**src/rtl/clk_div_pkg.sv**
```systemverilog
`default_nettype none
// ============================================================================
//  Module   : clk_div_pkg
//  Brief    : Mode encodings and reset-default configuration for clk_div_prog.
//  Revision : 1.0
// ============================================================================
package clk_div_pkg;

  localparam logic MODE_INT   = 1'b0;
  localparam logic MODE_NCO   = 1'b1;

  localparam int   DEF_DIV_W  = 8;
  localparam int   DEF_ACC_W  = 24;

  // 245 reproduces the legacy fixed sample-rate divider (period 246)
  localparam logic DEF_MODE_C = MODE_INT;
  localparam int   DEF_DIV_C  = 245;
  localparam int   DEF_INC_C  = 0;

endpackage
`default_nettype wire

```
**src/rtl/cfg_shadow_reg.sv**
```systemverilog
`default_nettype none
// ============================================================================
//  Module   : cfg_shadow_reg
//  Brief    : Valid/ready capture of a new rate into a shadow register, with the
//             pending flag and the apply strobe issued at a period boundary.
//  Revision : 1.0
// ============================================================================
module cfg_shadow_reg
  import clk_div_pkg::*;
#(
  parameter int DIV_W = DEF_DIV_W,
  parameter int ACC_W = DEF_ACC_W
) (
  input  logic             clk_in,
  input  logic             reset,
  input  logic             cfg_valid,
  input  logic             cfg_mode,
  input  logic [DIV_W-1:0] cfg_div,
  input  logic [ACC_W-1:0] cfg_inc,
  input  logic             boundary,
  output logic             cfg_ready,
  output logic             apply,
  output logic             mode_s,
  output logic [DIV_W-1:0] div_s,
  output logic [ACC_W-1:0] inc_s
);

  logic             pending_q, pending_d;
  logic             mode_s_q, mode_s_d;
  logic [DIV_W-1:0] div_s_q, div_s_d;
  logic [ACC_W-1:0] inc_s_q, inc_s_d;
  logic             capture;

  // capture needs pending=0 and apply needs pending=1, so they never coincide
  always_comb begin
    capture   = cfg_valid & ~pending_q;
    apply     = pending_q & boundary;
    pending_d = pending_q;
    mode_s_d  = mode_s_q;
    div_s_d   = div_s_q;
    inc_s_d   = inc_s_q;
    if (capture) begin
      pending_d = 1'b1;
      mode_s_d  = cfg_mode;
      div_s_d   = cfg_div;
      inc_s_d   = cfg_inc;
    end else if (apply) begin
      pending_d = 1'b0;
    end
  end

  always_ff @(posedge clk_in) begin
    if (reset) begin
      pending_q <= 1'b0;
      mode_s_q  <= MODE_INT;
      div_s_q   <= '0;
      inc_s_q   <= '0;
    end else begin
      pending_q <= pending_d;
      mode_s_q  <= mode_s_d;
      div_s_q   <= div_s_d;
      inc_s_q   <= inc_s_d;
    end
  end

  assign cfg_ready = ~pending_q;
  assign mode_s    = mode_s_q;
  assign div_s     = div_s_q;
  assign inc_s     = inc_s_q;

endmodule
`default_nettype wire

```
**src/rtl/clk_div_prog.sv**
```systemverilog
`default_nettype none
// ============================================================================
//  Module   : clk_div_prog
//  Brief    : Runtime-programmable sample-tick generator (integer divider or
//             NCO phase accumulator) with glitch-free rate reload.
//  Revision : 1.0
// ============================================================================
module clk_div_prog
  import clk_div_pkg::*;
#(
  parameter int               DIV_W    = DEF_DIV_W,
  parameter int               ACC_W    = DEF_ACC_W,
  parameter logic             DEF_MODE = DEF_MODE_C,
  parameter logic [DIV_W-1:0] DEF_DIV  = DIV_W'(DEF_DIV_C),
  parameter logic [ACC_W-1:0] DEF_INC  = ACC_W'(DEF_INC_C)
) (
  input  logic             clk_in,
  input  logic             reset,
  input  logic             enable,
  input  logic             cfg_valid,
  output logic             cfg_ready,
  input  logic             cfg_mode,
  input  logic [DIV_W-1:0] cfg_div,
  input  logic [ACC_W-1:0] cfg_inc,
  output logic             tick,
  output logic             clk_out,
  output logic             mode_active
);

  logic [DIV_W-1:0] cnt_q, cnt_d, cnt_run;
  logic [ACC_W-1:0] acc_q, acc_d, acc_run;
  logic             tick_q, tick_d;
  logic             clk_out_q, clk_out_d;
  logic             mode_a_q, mode_a_d;
  logic [DIV_W-1:0] div_a_q, div_a_d;
  logic [ACC_W-1:0] inc_a_q, inc_a_d;
  logic [ACC_W:0]   nco_sum;
  logic             boundary;
  logic             apply;
  logic             mode_s;
  logic [DIV_W-1:0] div_s;
  logic [ACC_W-1:0] inc_s;

  cfg_shadow_reg #(
    .DIV_W (DIV_W),
    .ACC_W (ACC_W)
  ) u_cfg_shadow (
    .clk_in    (clk_in),
    .reset     (reset),
    .cfg_valid (cfg_valid),
    .cfg_mode  (cfg_mode),
    .cfg_div   (cfg_div),
    .cfg_inc   (cfg_inc),
    .boundary  (boundary),
    .cfg_ready (cfg_ready),
    .apply     (apply),
    .mode_s    (mode_s),
    .div_s     (div_s),
    .inc_s     (inc_s)
  );

  // Free-running core under the active config; the boundary tick always uses it
  always_comb begin
    nco_sum = {1'b0, acc_q} + {1'b0, inc_a_q};
    cnt_run = cnt_q;
    acc_run = acc_q;
    tick_d  = 1'b0;
    if (enable) begin
      if (mode_a_q == MODE_INT) begin
        if (cnt_q == div_a_q) begin
          cnt_run = '0;
          tick_d  = 1'b1;
        end else begin
          cnt_run = cnt_q + DIV_W'(1);
        end
      end else begin
        acc_run = nco_sum[ACC_W-1:0];
        tick_d  = nco_sum[ACC_W];
      end
    end
    clk_out_d = clk_out_q ^ tick_d;
    boundary  = tick_d | ~enable | ((mode_a_q == MODE_NCO) && (inc_a_q == '0));
  end

  // Kept separate from the core so apply (derived from boundary) forms no loop
  always_comb begin
    cnt_d    = cnt_run;
    acc_d    = acc_run;
    mode_a_d = mode_a_q;
    div_a_d  = div_a_q;
    inc_a_d  = inc_a_q;
    if (apply) begin
      mode_a_d = mode_s;
      div_a_d  = div_s;
      inc_a_d  = inc_s;
      cnt_d    = '0;
      if (mode_s != mode_a_q) begin
        acc_d = '0;
      end
    end
  end

  always_ff @(posedge clk_in) begin
    if (reset) begin
      cnt_q     <= '0;
      acc_q     <= '0;
      tick_q    <= 1'b0;
      clk_out_q <= 1'b0;
      mode_a_q  <= DEF_MODE;
      div_a_q   <= DEF_DIV;
      inc_a_q   <= DEF_INC;
    end else begin
      cnt_q     <= cnt_d;
      acc_q     <= acc_d;
      tick_q    <= tick_d;
      clk_out_q <= clk_out_d;
      mode_a_q  <= mode_a_d;
      div_a_q   <= div_a_d;
      inc_a_q   <= inc_a_d;
    end
  end

  assign tick        = tick_q;
  assign clk_out     = clk_out_q;
  assign mode_active = mode_a_q;

endmodule
`default_nettype wire

```
**config.mk**
```make
export PLATFORM = sky130hd
export DESIGN_NAME = clk_div_prog
export DESIGN_NICKNAME = d
export VERILOG_FILES = /design/src/rtl/clk_div_pkg.sv /design/src/rtl/cfg_shadow_reg.sv /design/src/rtl/clk_div_prog.sv
export SDC_FILE = /design/constraint.sdc
export NUM_CORES = 1
export LEC_CHECK = 0
export CELL_PAD_IN_SITES_DETAIL_PLACEMENT = 1
export CELL_PAD_IN_SITES_GLOBAL_PLACEMENT = 1
export CORE_MARGIN = 2
export CORE_UTILIZATION = 47
export CTS_CLUSTER_DIAMETER = 200
export DETAILED_ROUTE_END_ITERATION = 8
export PLACE_DENSITY_LB_ADDON = 0.1
export SLEW_MARGIN = 15
export SYNTH_ARGS = -nofsm -noshare
export SYNTH_HDL_FRONTEND = slang
export SYNTH_SLANG_ARGS = --single-unit
```
**constraint.sdc**
```tcl
create_clock -name clk_in -period 5.3 [get_ports clk_in]
set_input_delay 1.06 -clock clk_in [delete_from_list [all_inputs] [get_ports clk_in]]
set_output_delay 1.06 -clock clk_in [all_outputs]
set_load 0.02 [all_outputs]
```
==> run_results.csv, run 1 <==
group,metric,value,unit
status,run_status,"finished, final reports clean",
route,viasPerCell,5.61,
clock_network,htreeDepth,3,
finish,fin_nets,688,
route,drcViolationCount,0,
synth,ys_seq_area_frac,0.403,
setup_path,worstPathRequired,5.54,ns
clock_network,post_cts_buffers,0,
clock_network,path_clk_slew,0.10,ns
route,wl,12.9,mm
clock_network,cts_root_buffer,"clkbuf_8",
synth,synth_cell_types,51,
placement,io_buffers,40,
setup_path,crit_buf_inv,1,
global_routing,grt_use_total,0.242,
setup_path,cp_common_cell,"a21oi_2",
setup_path,critical-path-top-delay-family,"compound AO/OA/AOI/OAI gates",
setup_path,critPathCaptureType,"flip-flop",
floorplan,io_pins,41,
placement,place_ws,1.60,ns
setup_path,max_stage_delay,0.76,ns
synth,synth_mux_area_frac,0.0579,
global_routing,grt_pass1_vias,4513,
setup_path,crit_path_cell_trace,"ha_1, inv_1, fa_1, nor2b_1, o211a_1, o211ai_1, a21oi_2, a21oi_2, a21oi_4, a21o_1, nor2_1",
clock_network,cts_tree,"yes",
clock_network,clk_latency,0.39,ns
floorplan,initial_core_util,0.486,
route,vias,4298,
timing,finalCritPeriodShare,0.639,
timing,fin_worst_skew,0.0128,ns
synth,yosys.area_share.simple,0.218,
finish,fin_area,0.00571,mm^2
global_routing,antenna_found_initial,0,
setup_path,worst_path_max_delay_cell,"a21o_1",
placement,dp_hpwl,9.31,mm
timing,fin_ws,1.91,ns
floorplan,die_area,0.0115,mm^2
finish,nFillCells,1236,
floorplan,die_y,107,um
finish,regArea,0.00202,mm^2
timing,min_period,3.39,ns
finish,syn_to_final_growth,13.9,%
setup_path,cp_max_fo,24,
floorplan,num_rows,37,
global_routing,grt_pass1_wl,22.0,mm
timing,tns,0,ns
clock_network,clkSinkCount,101,
synth,synthArstFlopShare,0,
placement,gp_congestion,0.819,
timing,timing.fmax,0.295,GHz
global_routing,grt_max_degree,72,
synth,synth_edf_count,0,
finish,diodes,0,
finish,drive_gt1_frac,0.0698,
timing,worstMarginPinSlew,0.866,ns
clock_network,hold_buffers,0,
placement,place_area,0.00547,mm^2
timing,relSlewSlack,0.423,
synth,synth_adder_area_share,0.0664,
timing,rsz0062_at_grt,"false",
floorplan,design.core.area,0.0103,mm^2
power_and_ir_drop,ir_drop,0.276,mV
synth,yosys_register_bits,101,
timing,hold_viol_final,0,
clock_network,cts_buffer_depth,2,
setup_path,start_kind,"flip-flop",
clock_network,cts_made_buffers,9,
setup_path,path_class,"reg -> reg",
synth,synth_compound_area_frac,0.174,
timing,finalSetupViolCount,0,
synth,syn_nets,662,
power_and_ir_drop,p_leak,2.23,nW
route,ant_nets,0,
worst_hold_path,hp-class,"reg -> reg",
global_routing,overflow,0,
route,drtIter0Drc,167,
synth,synth.avg_cell_area,8.37,um^2
clock_network,cts_resized,0,
synth,yosysWarnings,0,
route,routedWlPerCell,16.8,um
power_and_ir_drop,total_power,1.52,mW
timing,finalMaxSlewViolations,0,
setup_path,arrival,3.63,ns
route,dr.pass1.iters,4,
synth,synthXorXnorAreaFrac,0.0454,
finish,multi_input_area,0.00282,mm^2
run,max_cap_viol_count,0,
synth,synth_ff_type,"dfxtp_1",
synth,synthCells,599,
synth,synth_area,0.00502,mm^2
power_and_ir_drop,p_per_area,265,mW/mm^2
synth,synth_top_family_by_area,"simple AND/OR/NAND/NOR gates",
floorplan,die_w,107,um
[placed cells by master (no fill, tap or decap), drive strengths merged, types with 7 or more instances in the layout]
cell type      instances
nor2                  69
nor2b                 11
a21oi                 70
inv                   13
clkbuf                 9
nand3                  9
a21o                  12
xor2                  11
a31oi                  7
a211o                  7
ha                    25
dfxtp                101
mux2i                 29
clkdlybuf4s50         39
nor3                  14
nand4                  8
nand2                109
o21ai                 14
xnor2                 15
[worst paths after layout]
check                         start                      to  slack [ns]  cells past startpoint
max                      inc_a_q[0]                acc_q[2]        1.91                     11
min          u_cfg_shadow.inc_s[21]  u_cfg_shadow.inc_s[21]        0.46                      2
max reg2reg              inc_a_q[0]                acc_q[2]        1.91                     11
min reg2reg  u_cfg_shadow.inc_s[21]  u_cfg_shadow.inc_s[21]        0.46                      2
[area by class of cell]
type | instances | area share
multi-input cells | 459 | 0.493
flip-flops and latches | 101 | 0.354
repair buffers | 44 | 0.0744
well taps | 136 | 0.0298
clock buffers | 9 | 0.0217
clock inverters | 7 | 0.0204
inverters | 10 | 0.00657
[routing by layer]
layer / global-route usage / vias up / share of wire
met5: 0 / - / 0
met4: 0.0918 / 0 / 0.022
met3: 0.0490 / 20 / 0.030
met2: 0.424 / 58 / 0.49
met1: 0.292 / 2085 / 0.46
li1: - / 2135 / -
[registers in the layout, indices dropped and copies added (netlist names)]
register	flops
mode_active	1
u_cfg_shadow.pending_q	1
u_cfg_shadow.mode_s	1
tick	1
acc_q	24
u_cfg_shadow.div_s	8
inc_a_q	24
div_a_q	8
clk_out	1
u_cfg_shadow.inc_s	24
cnt_q	8
[worst register-to-register path, delay by kind of cell, from the launching register on]
kind | cells | cell delay [ns]
simple gates | 2 | 0.33
compound gates | 6 | 1.89
flops | 1 | 0.39
fa+ha+maj | 2 | 0.58
buf+inv | 1 | 0.06
[Yosys cell counts (10+ instances only)]
| master | n | area share |
|---|---|---|
| a21o_1 | 12 | 0.018 |
| a21oi_1 | 65 | 0.065 |
| clkbuf_1 | 22 | 0.016 |
| dfxtp_1 | 101 | 0.40 |
| ha_1 | 25 | 0.062 |
| inv_1 | 10 | 0.0075 |
| mux2i_1 | 29 | 0.058 |
| nand2_1 | 109 | 0.082 |
| nor2_1 | 61 | 0.046 |
| nor2b_1 | 11 | 0.014 |
| nor3_1 | 14 | 0.014 |
| o21ai_0 | 11 | 0.011 |
| xnor2_1 | 15 | 0.026 |
| xor2_1 | 11 | 0.019 |
[kinds of logic (layout without fill, tap and decap cells)]
family | Yosys count | count (layout)
AOI/OAI and AO/OA | 133 | 133
xor gates and xnor gates | 26 | 26
adders and majority gates | 26 | 26
buffers and inverters | 39 | 70
DFF | 101 | 101
muxes | 29 | 29
and+or+nand+nor | 245 | 245
[power breakdown]
part	switching (mW)	internal, mW	total, mW
clock	0.305	0.279	0.584
combinational	0.0701	0.0612	0.131
sequential	0.0184	0.783	0.801
[metrics by stage]
step                utilization  hold slack (ns)  instances
floorplan                     -            0.435        599
global placement          0.530            0.444        750
detailed placement        0.530            0.447        750
CTS                       0.553            0.465        766
global route              0.554            0.485        766
finish                    0.554            0.462        766
(Power assumes the default switching activity.)
==> inputs of run 2 (changes only) <==
Settings changed: CORE_UTILIZATION 47 to 44.
Clock period 5.3 ns to 3.4 ns, I/O delays scaled along.
==> run 2 against run 1 <==
Global-route usage fell by 2.4 points. Worst setup slack got worse by 1.3 ns. Sequential cell count did not move. Cell count rose by 1.4%. Core utilization fell by 2.1 points. Maximum frequency rose by 21%. Total power rose by 68%. Via count fell by 0.81%. Critical path type unchanged.
==> run_results.csv, run 2 (same netlist as run 1, synthesis figures left out) <==
group,metric,value,unit
status,run_status,"finished, final reports clean",
floorplan,die_area,0.0123,mm^2
clock_network,cts_made_buffers,9,
finish,syn_to_final_growth,16.5,%
power_and_ir_drop,total_power,2.55,mW
clock_network,cts_buffer_depth,2,
setup_path,path_class,"reg -> reg",
placement,io_buffers,40,
timing,worstMarginPinSlew,0.725,ns
setup_path,worstPathRequired,3.63,ns
finish,diodes,0,
route,routedWlPerCell,16.6,um
timing,relSlewSlack,0.517,
finish,fin_nets,695,
clock_network,path_clk_slew,0.07,ns
global_routing,grt_pass1_wl,22.0,mm
finish,utilization,0.532,
setup_path,rr_startpoint,"inc_a_q[0]",
setup_path,reg2regPathDepth,12,
worst_hold_path,hold_depth,2,
route,vias,4263,
clock_network,cts_tree,"yes",
worst_hold_path,hold_start,"acc_q[21]",
timing,finalSetupViolCount,0,
clock_network,cts_resized,0,
clock_network,clkSinkCount,101,
power_and_ir_drop,p_leak,2.30,nW
route,drcViolationCount,0,
global_routing,grt_pass1_vias,4467,
setup_path,cp_max_fo,14,
placement,dp_hpwl,9.38,mm
run,max_cap_viol_count,0,
timing,rsz0062_at_grt,"false",
setup_path,arrival,3.03,ns
setup_path,start_kind,"flip-flop",
clock_network,hold_buffers,0,
finish,multi_input_area,0.00282,mm^2
power_and_ir_drop,p_per_area,436,mW/mm^2
finish,fin_area,0.00584,mm^2
placement,place_area,0.00553,mm^2
worst_hold_path,hp-class,"reg -> reg",
global_routing,grt_use_total,0.219,
floorplan,num_rows,38,
setup_path,r2r_end,"inc_a_q[3]",
route,viasPerCell,5.49,
global_routing,grt_max_degree,39,
timing,hold_viol_final,0,
global_routing,overflow,0,
floorplan,io_pins,41,
route,ant_nets,0,
timing,tns,0,ns
floorplan,die_y,111,um
floorplan,design.core.area,0.0110,mm^2
route,dr.pass1.iters,4,
timing,fin_worst_skew,0.0106,ns
floorplan,die_w,111,um
timing,finalMaxSlewViolations,0,
clock_network,post_cts_buffers,0,
finish,regArea,0.00202,mm^2
setup_path,critPathCaptureType,"flip-flop",
setup_path,r2r_slack,0.60,ns
placement,gp_congestion,0.872,
global_routing,antenna_found_initial,0,
finish,nFillCells,1294,
route,wl,12.9,mm
worst_hold_path,whs_endpoint,"acc_q[21]",
timing,finalCritPeriodShare,0.824,
finish,final_cell_mix,"nand2_1, dfxtp_1, a21oi_1",
floorplan,initial_core_util,0.457,
timing,timing.fmax,0.357,GHz
clock_network,clk_latency,0.36,ns
clock_network,cts_root_buffer,"clkbuf_16",
finish,layout_commonest_cell,"nand2_1",
route,drtIter0Drc,115,
clock_network,htreeDepth,3,
finish,drive_gt1_frac,0.0785,
power_and_ir_drop,ir_drop,0.402,mV
timing,min_period,2.80,ns
-- run 2: changes by cell type in the layout (fill, tap and decap cells not counted) --
| cell | delta |
|---|---|
| nand2_2 | -1 |
| clkbuf_8 | -8 |
| clkinv_2 | +1 |
| buf_4 | +7 |
| clkinv_8 | -1 |
| clkbuf_16 | +9 |
| bufinv_16 | -1 |
| nand2_1 | +1 |
-- run 2: how the worst max path moves through the flow --
stage,startpoint,to,slack (ns),cells past startpoint
floorplan,inc_a_q[0],inc_a_q[10],0.98,13
global placement,inc_a_q[0],mode_active,0.71,12
detailed placement,inc_a_q[0],div_a_q[6],0.61,12
CTS,inc_a_q[0],inc_a_q[9],0.56,12
global route,inc_a_q[0],mode_active,0.33,12
finish,inc_a_q[0],inc_a_q[3],0.60,12
-- run 2: metrics by stage --
| stage | std cells | setup slack [ns] | hold WS, ns |
|---|---|---|---|
| 6_report | 777 | 0.598 | 0.460 |
| 5_1_grt | 777 | 0.328 | 0.473 |
| 3_5_place_dp | 761 | 0.608 | 0.451 |
| 3_3_place_gp | 761 | 0.713 | 0.442 |
| 4_1_cts | 777 | 0.561 | 0.461 |
| 2_1_floorplan | 599 | 0.980 | 0.435 |
-- run 2: final cells by class --
class	count	share of cell area
repair buffers	51	0.0818
inverters	10	0.00642
multi-input cells	459	0.482
well taps	140	0.0300
clock buffers	10	0.0409
flip-flops and latches	101	0.346
clock inverters	6	0.0128
-- run 2: worst max-delay path: stages, from the launching register on --
cell and delay [ns]:
dfxtp_1 0.37, ha_1 0.19, inv_1 0.06, fa_1 0.38
nor2b_1 0.22, o211a_1 0.19, o211ai_1 0.20, a21oi_2 0.23
a21oi_2 0.08, a21oi_4 0.17, buf_4 0.28, mux2i_1 0.24
nor2_1 0.06
-- run 2: report_power, final --
part           switching [mW]  total, mW  internal [mW]
clock network           0.483       1.09          0.604
logic                   0.111      0.211         0.0996
registers              0.0298       1.25           1.22
-- run 2: per-layer routing --
metal / wire (um) / GRT usage / vias up
li1: - / - / 2144
met2: 6320 / 0.383 / 46
met4: 234 / 0.0617 / 0
met5: 0 / 0 / -
met3: 321 / 0.0514 / 18
met1: 5990 / 0.267 / 2055
